File: config.mk
export PLATFORM = sky130hd
export DESIGN_NAME = rev_counter_cascade
export DESIGN_NICKNAME = d
export VERILOG_FILES = /design/src/rtl/rev_counter_cascade.sv
export SDC_FILE = /design/constraint.sdc
export NUM_CORES = 1
export LEC_CHECK = 0
export CELL_PAD_IN_SITES_DETAIL_PLACEMENT = 2
export CELL_PAD_IN_SITES_GLOBAL_PLACEMENT = 2
export CORE_MARGIN = 4
export CORE_UTILIZATION = 26
export DETAILED_ROUTE_END_ITERATION = 8
export PLACE_DENSITY = 0.81
export SKIP_CTS_REPAIR_TIMING = 1
export SYNTH_ARGS = -nofsm -noshare
export SYNTH_HDL_FRONTEND = slang
export SYNTH_SLANG_ARGS = --single-unit
File: constraint.sdc
create_clock -name clk -period 2.2 [get_ports clk]
set_clock_uncertainty 0.05 [all_clocks]
set_input_delay 0.44 -clock clk [delete_from_list [all_inputs] [get_ports clk]]
set_output_delay 0.44 -clock clk [all_outputs]
set_load 0.1 [all_outputs]
File: src/rtl/rev_counter_cascade.sv
// rev_counter_cascade: reversible counter stage fed by an upstream ripple carry.
// Counts only when ci is high. Supports a synchronous saturating load and
// sticky overflow/underflow flags. co is combinational so that chained stages
// all advance on the same clock edge.
module rev_counter_cascade #(
  parameter int WIDTH = 16,
  parameter int MOD   = 65536
) (
  input  logic             clk,
  input  logic             rst,
  input  logic             ci,
  input  logic             s,
  input  logic             ld,
  input  logic [WIDTH-1:0] din,
  input  logic             clr,
  output logic [WIDTH-1:0] cnt,
  output logic             co,
  output logic             ovf,
  output logic             unf
);

  // Largest legal count. When MOD equals 2^WIDTH this is all ones, and the
  // wrap becomes plain binary overflow.
  localparam logic [WIDTH-1:0] C_MAX  = WIDTH'(MOD - 1);
  localparam logic [WIDTH-1:0] C_ZERO = '0;
  localparam logic [WIDTH-1:0] C_ONE  = WIDTH'(1);

  logic [WIDTH-1:0] r_cnt;
  logic             r_ovf;
  logic             r_unf;

  logic [WIDTH-1:0] w_din_clamped;
  logic [WIDTH-1:0] w_cnt_up;
  logic [WIDTH-1:0] w_cnt_dn;
  logic             w_at_max;
  logic             w_at_zero;
  logic             w_wrap_up;
  logic             w_wrap_dn;
  logic             w_co;

  // Next-value candidates, wrap detection and the carry-out.
  always_comb begin
    w_din_clamped = din;
    w_cnt_up      = r_cnt + C_ONE;
    w_cnt_dn      = r_cnt - C_ONE;
    w_at_max      = (r_cnt == C_MAX);
    w_at_zero     = (r_cnt == C_ZERO);
    w_wrap_up     = 1'b0;
    w_wrap_dn     = 1'b0;
    w_co          = 1'b0;

    if (din > C_MAX) begin
      w_din_clamped = C_MAX;
    end else begin
      w_din_clamped = din;
    end

    if (w_at_max) begin
      w_cnt_up = C_ZERO;
    end else begin
      w_cnt_up = r_cnt + C_ONE;
    end

    if (w_at_zero) begin
      w_cnt_dn = C_MAX;
    end else begin
      w_cnt_dn = r_cnt - C_ONE;
    end

    // A wrap only happens on a genuine count edge (no load).
    if (ci && !ld) begin
      if (s) begin
        w_wrap_up = w_at_max;
        w_wrap_dn = 1'b0;
      end else begin
        w_wrap_up = 1'b0;
        w_wrap_dn = w_at_zero;
      end
    end else begin
      w_wrap_up = 1'b0;
      w_wrap_dn = 1'b0;
    end

    // Reset suppresses the carry so downstream stages never see a spurious count.
    if (rst) begin
      w_co = 1'b0;
    end else begin
      w_co = w_wrap_up | w_wrap_dn;
    end
  end

  // Count register and sticky flags; priority is rst > ld > ci.
  always_ff @(posedge clk) begin
    if (rst) begin
      r_cnt <= C_ZERO;
      r_ovf <= 1'b0;
      r_unf <= 1'b0;
    end else begin
      if (ld) begin
        r_cnt <= w_din_clamped;
      end else if (ci) begin
        if (s) begin
          r_cnt <= w_cnt_up;
        end else begin
          r_cnt <= w_cnt_dn;
        end
      end else begin
        r_cnt <= r_cnt;
      end
      // A wrap on the same edge as clr wins, leaving the flag set.
      r_ovf <= w_wrap_up | (r_ovf & ~clr);
      r_unf <= w_wrap_dn | (r_unf & ~clr);
    end
  end

  assign cnt = r_cnt;
  assign ovf = r_ovf;
  assign unf = r_unf;
  assign co  = w_co;

endmodule

# Word-level counts from Yosys, hierarchy flattened
# Cells that the tools add are included.
# W data, S select, Z words.
[word_totals] ff_bits=18 output_inout_bits=19 elab_cells=28
[op_classes] n_addsub=2 n_lt_le_gt_ge=1 eq_ne=1 muxes=11 bitwise_logic=6 reduce_logical=4
[op_table] operator="$mux W16" n=6
[op_table] operator="$add A16 B1 Y16 const B" n=1
[op_table] operator="$eq A16 B16 Y1 const B" n=1
[op_table] operator="$gt A16 B16 Y1 const B" n=1
[op_table] operator="$logic_not A16 Y1" n=1
[op_table] operator="$sub A16 B1 Y16 const B" n=1
[op_table] operator="$mux W1" n=5
[op_table] operator="$or A1 B1 Y1" n=3
[op_table] operator="$and A1 B1 Y1" n=2
[op_table] operator="$reduce_bool A2 Y1" n=1
[op_table] operator="$logic_and A1 B1 Y1" n=1
[op_table] operator="$logic_not A1 Y1" n=1
[op_table] operator="$not A1 Y1" n=1

# Logic depth before layout (Yosys ltp)
[depth] word_depth=5 depth_mapped=7 mapped_depth_nobuf=7

# Least setup slack after synthesis
# Ideal clock, no wire load.
[synth_timing] path_kind="flip-flop to output port" from="register r_cnt[0], in the netlist cnt[0]" to="output co" arrival_ns=3.477 path_slack_ns=-1.767 path_stages_with_launch=6 path_buffers=0 path_cell_list="dfxtp_1 > ha_1 > and4_2 > and3_2 > nand4_1 > a21oi_1"
[synth_between] elab_chain_cells=5 elab_cells_between_ends=8 cone_classes="1 x eq/ne; 5 x mux; 1 x bitwise; 1 x reduce/logical"
[synth_rtl] element="from (decl)" line_no="28" source="logic [WIDTH-1:0] r_cnt;"
[synth_rtl] element="from (signal assigned)" line_no="100" source="r_cnt <= w_din_clamped;"
[synth_rtl] element="from (signal assigned)" line_no="103" source="r_cnt <= w_cnt_up;"
[synth_rtl] element="from (signal assigned)" line_no="105" source="r_cnt <= w_cnt_dn;"
[synth_rtl] element="$eq A16 B16 Y1 or $logic_not A16 Y1 (tied branches)" line_no="46, 47"
[synth_rtl] element="$mux W1" line_no="72" source="if (s) begin"
[synth_rtl] element="$mux W1" line_no="71" source="if (ci && !ld) begin"
[synth_rtl] element="$or A1 B1 Y1 *" line_no="88" source="w_co = w_wrap_up | w_wrap_dn;"
[synth_rtl] element="$mux W1 *" line_no="85" source="if (rst) begin"
[synth_rtl] element="to (decl)" line_no="17" source="output logic co,"
# Mark *: on every way between the ends. The rest lies on a longest branch, timed or not.

# Final worst setup path
[layout_timing] from="register r_cnt[3], in the netlist cnt[3]" to="output co"
# The elaborated chain is that of the path after synthesis.

==> summary.txt <==
Outcome - finished with violations
Failing checks - negative setup slack
# diodes - 0
Die Wd - 93.81 um
Critical path class - reg2out
Dpl hpwl - 6076 um
Post-synthesis cell count - 258
Drt wl/cell - 20.27 um
CP endpoint - co
WHS - 0.4822 ns
First-pass GRT wire length - 13,040 um
Max-cap violations - 0
Worst-path clk slew - 0.08 ns
Slowest cell on the critical path - or4_4
Post-synth EDFFs - 0
Core area - 7214 um^2
Syn_nets - 283
Final Max Tran Viols - 0
Die Footprint - 8799 um^2
Yosys cell types - 59
Pre-CTS setup slack - -0.2453 ns
Fillers - 852
R2r endpoint - cnt[4]
I/O pin count - 41
Layout cells sized above 1 - 0.3481
Worst path arrival time - 1.86 ns
Number of DRC violations after detailed-routing iteration 0 - 93
CTS tree - done
CP required - 1.71 ns
Setup violations, final - 1
CP Cell Sequence - or4_4 > nor2_2 > nand2_2 > a21oi_4 > buf_12
Crit end category - output port
Reg2Reg Setup Slack - 0 ns
Number of global-route vias before repair - 2,451
Largest net degree at the start of global routing - 22
CTS Sinks - 18
Final ANT Viol Nets - 0
Slew HR - 0.7234
Clock Tree Root - clkbuf_8
Pwr dens - 521.8 nW/um^2
Max Freq - 0.4249 GHz
Chip height - 93.81 um
Crit path time final - 2.354 ns
Synth warn - 0
Clock latency on the worst-skew pair - 0.27 ns
Mapped Avg Cell Area - 7.420 um^2
Asr flop ratio synth - 0
R2R depth - 7
TritonCTS Buffers - 3
Yosys reg bits - 18
Synth-to-Final Area Change - 40.98%
Final Hold Viols - 0
Worst-Margin Slew - 0.4111 ns
Commonest non-fill, non-tap cells in the layout - buf_4, clkdlybuf4s50_1, a21oi_1, nor2_1, nand2_1
Sum Neg Setup Slack - -0.1535 ns
Util after Layout - 0.3741
Via count - 2,318
Worst Hold Class - reg2reg
Port buffer count - 40
Detail-routed via count per cell - 5.586
Max FO, Critical Path - 5
Initial antenna violation count - 0
Post-Syn Area - 1914 um^2
Unrepaired setup endpoints after global routing - true
CTS max path bufs - 2
Tcrit/Tclk final - 1.070
Reg-to-reg startpoint - cnt[1]
Final wirelength - 8412 um
Primary FF master, synth - dfxtp_1
DRT Pass-1 Iters - 4
Commonest non-fill, non-tap cell in the layout - buf_4
CP Launch Type - register
Total gr overflow - 0
Cell row count - 31
Final nets - 342
Setup ws final - -0.1535 ns
Gpl congestion - 0.8394
Sequential fraction of the synthesis area - 0.1882
H-tree levels - 1
DRC viols - 0
Max IR drop VDD - 0.1846 mV
Total GRT Usage - 0.1872
CP max stage delay - 0.59 ns
Initial Util - 0.2653
CP startpoint - cnt[3]
Leak Pwr - 1.013 nW
Power Total - 1.408 mW
[worst max-delay path: cells and delay by family (launching register included)]
kind | cells | cell delay [ns]
flops | 1 | 0.35
compound gates | 1 | 0.19
simple gates | 3 | 0.86
buf+inv | 1 | 0.19
[synth_stat cells (all sizes together), types with 3 or more instances]
| library cell | instances | area, um^2 |
|---|---|---|
| a2111oi | 3 | 26.28 |
| clkbuf | 19 | 132.6 |
| or4 | 3 | 30.03 |
| inv | 10 | 37.54 |
| o31a | 3 | 26.28 |
| nand4 | 8 | 50.05 |
| nor3 | 14 | 70.07 |
| o31ai | 4 | 30.03 |
| and3 | 6 | 41.29 |
| o21a | 5 | 37.54 |
| a41oi | 3 | 26.28 |
| nor3b | 6 | 50.05 |
| a21oi | 20 | 100.1 |
| dfxtp | 18 | 360.4 |
| and4 | 4 | 37.54 |
| nand2 | 16 | 60.06 |
| buf | 8 | 71.31 |
| xnor2 | 7 | 61.31 |
| nor2 | 20 | 77.58 |
| nor4 | 4 | 31.28 |
| ha | 3 | 37.54 |
| nand2b | 6 | 37.54 |
| a31oi | 4 | 25.02 |
| xor2 | 4 | 35.03 |
| and2 | 3 | 18.77 |
| o21ai | 13 | 65.06 |
| nor2b | 3 | 18.77 |
| a211oi | 4 | 30.03 |
| nand3 | 9 | 45.04 |
[worst min path at each step]
stage	start	endpoint	slack, ns	cells past startpoint
final	ovf	ovf	0.48	2
after global routing	unf	unf	0.52	2
after CTS	ovf	ovf	0.50	2
after detailed placement	ovf	ovf	0.47	2
after global placement	ovf	ovf	0.44	2
after floorplan	din[6]	cnt[6]	0.53	2
[report_power, final]
| part | switching (mW) | total, mW | internal (mW) |
|---|---|---|---|
| Combinational | 0.438 | 0.704 | 0.266 |
| Clock | 0.142 | 0.302 | 0.160 |
| Sequential | 0.0534 | 0.402 | 0.349 |
| Total | 0.633 | 1.41 | 0.775 |
[sequential cells by signal, indices dropped and copies added (netlist names)]
register  count
cnt          16
ovf           1
unf           1
[routing by layer]
metal	global-route usage	vias to the layer above	wire length (um)
met1	0.2484	1168	3798
li1	-	1079	-
met3	0.01923	16	331
met2	0.3182	55	4103
met5	0	-	0
met4	0.05535	0	178
[kinds of logic after synthesis]
logic type	share of synthesized area
simple gates	0.3275
compound gates	0.2771
buf+inv	0.1261
flops	0.1882
xor+xnor	0.05033
fa+ha+maj	0.01961
mux	0.01111
[metrics by stage]
| stage | cell area, um^2 | instances |
|---|---|---|
| 2_1_floorplan | 2014 | 258 |
| 3_3_place_gp | 2540 | 404 |
| 3_5_place_dp | 2540 | 404 |
| 4_1_cts | 2595 | 408 |
| 5_1_grt | 2699 | 415 |
| 6_report | 2699 | 415 |
[cell type report]
class                           instances  area (um^2)  share of cell area
Clock buffer                            4        55.05             0.02040
Inverter                               10        42.54             0.01576
Multi-Input combinational cell        203         1396              0.5174
Sequential cell                        18        407.9              0.1511
Tap cell                               99        123.9             0.04590
Timing Repair Buffer                   81        673.1              0.2494
Note: power is estimated with default switching activity, not from simulation.
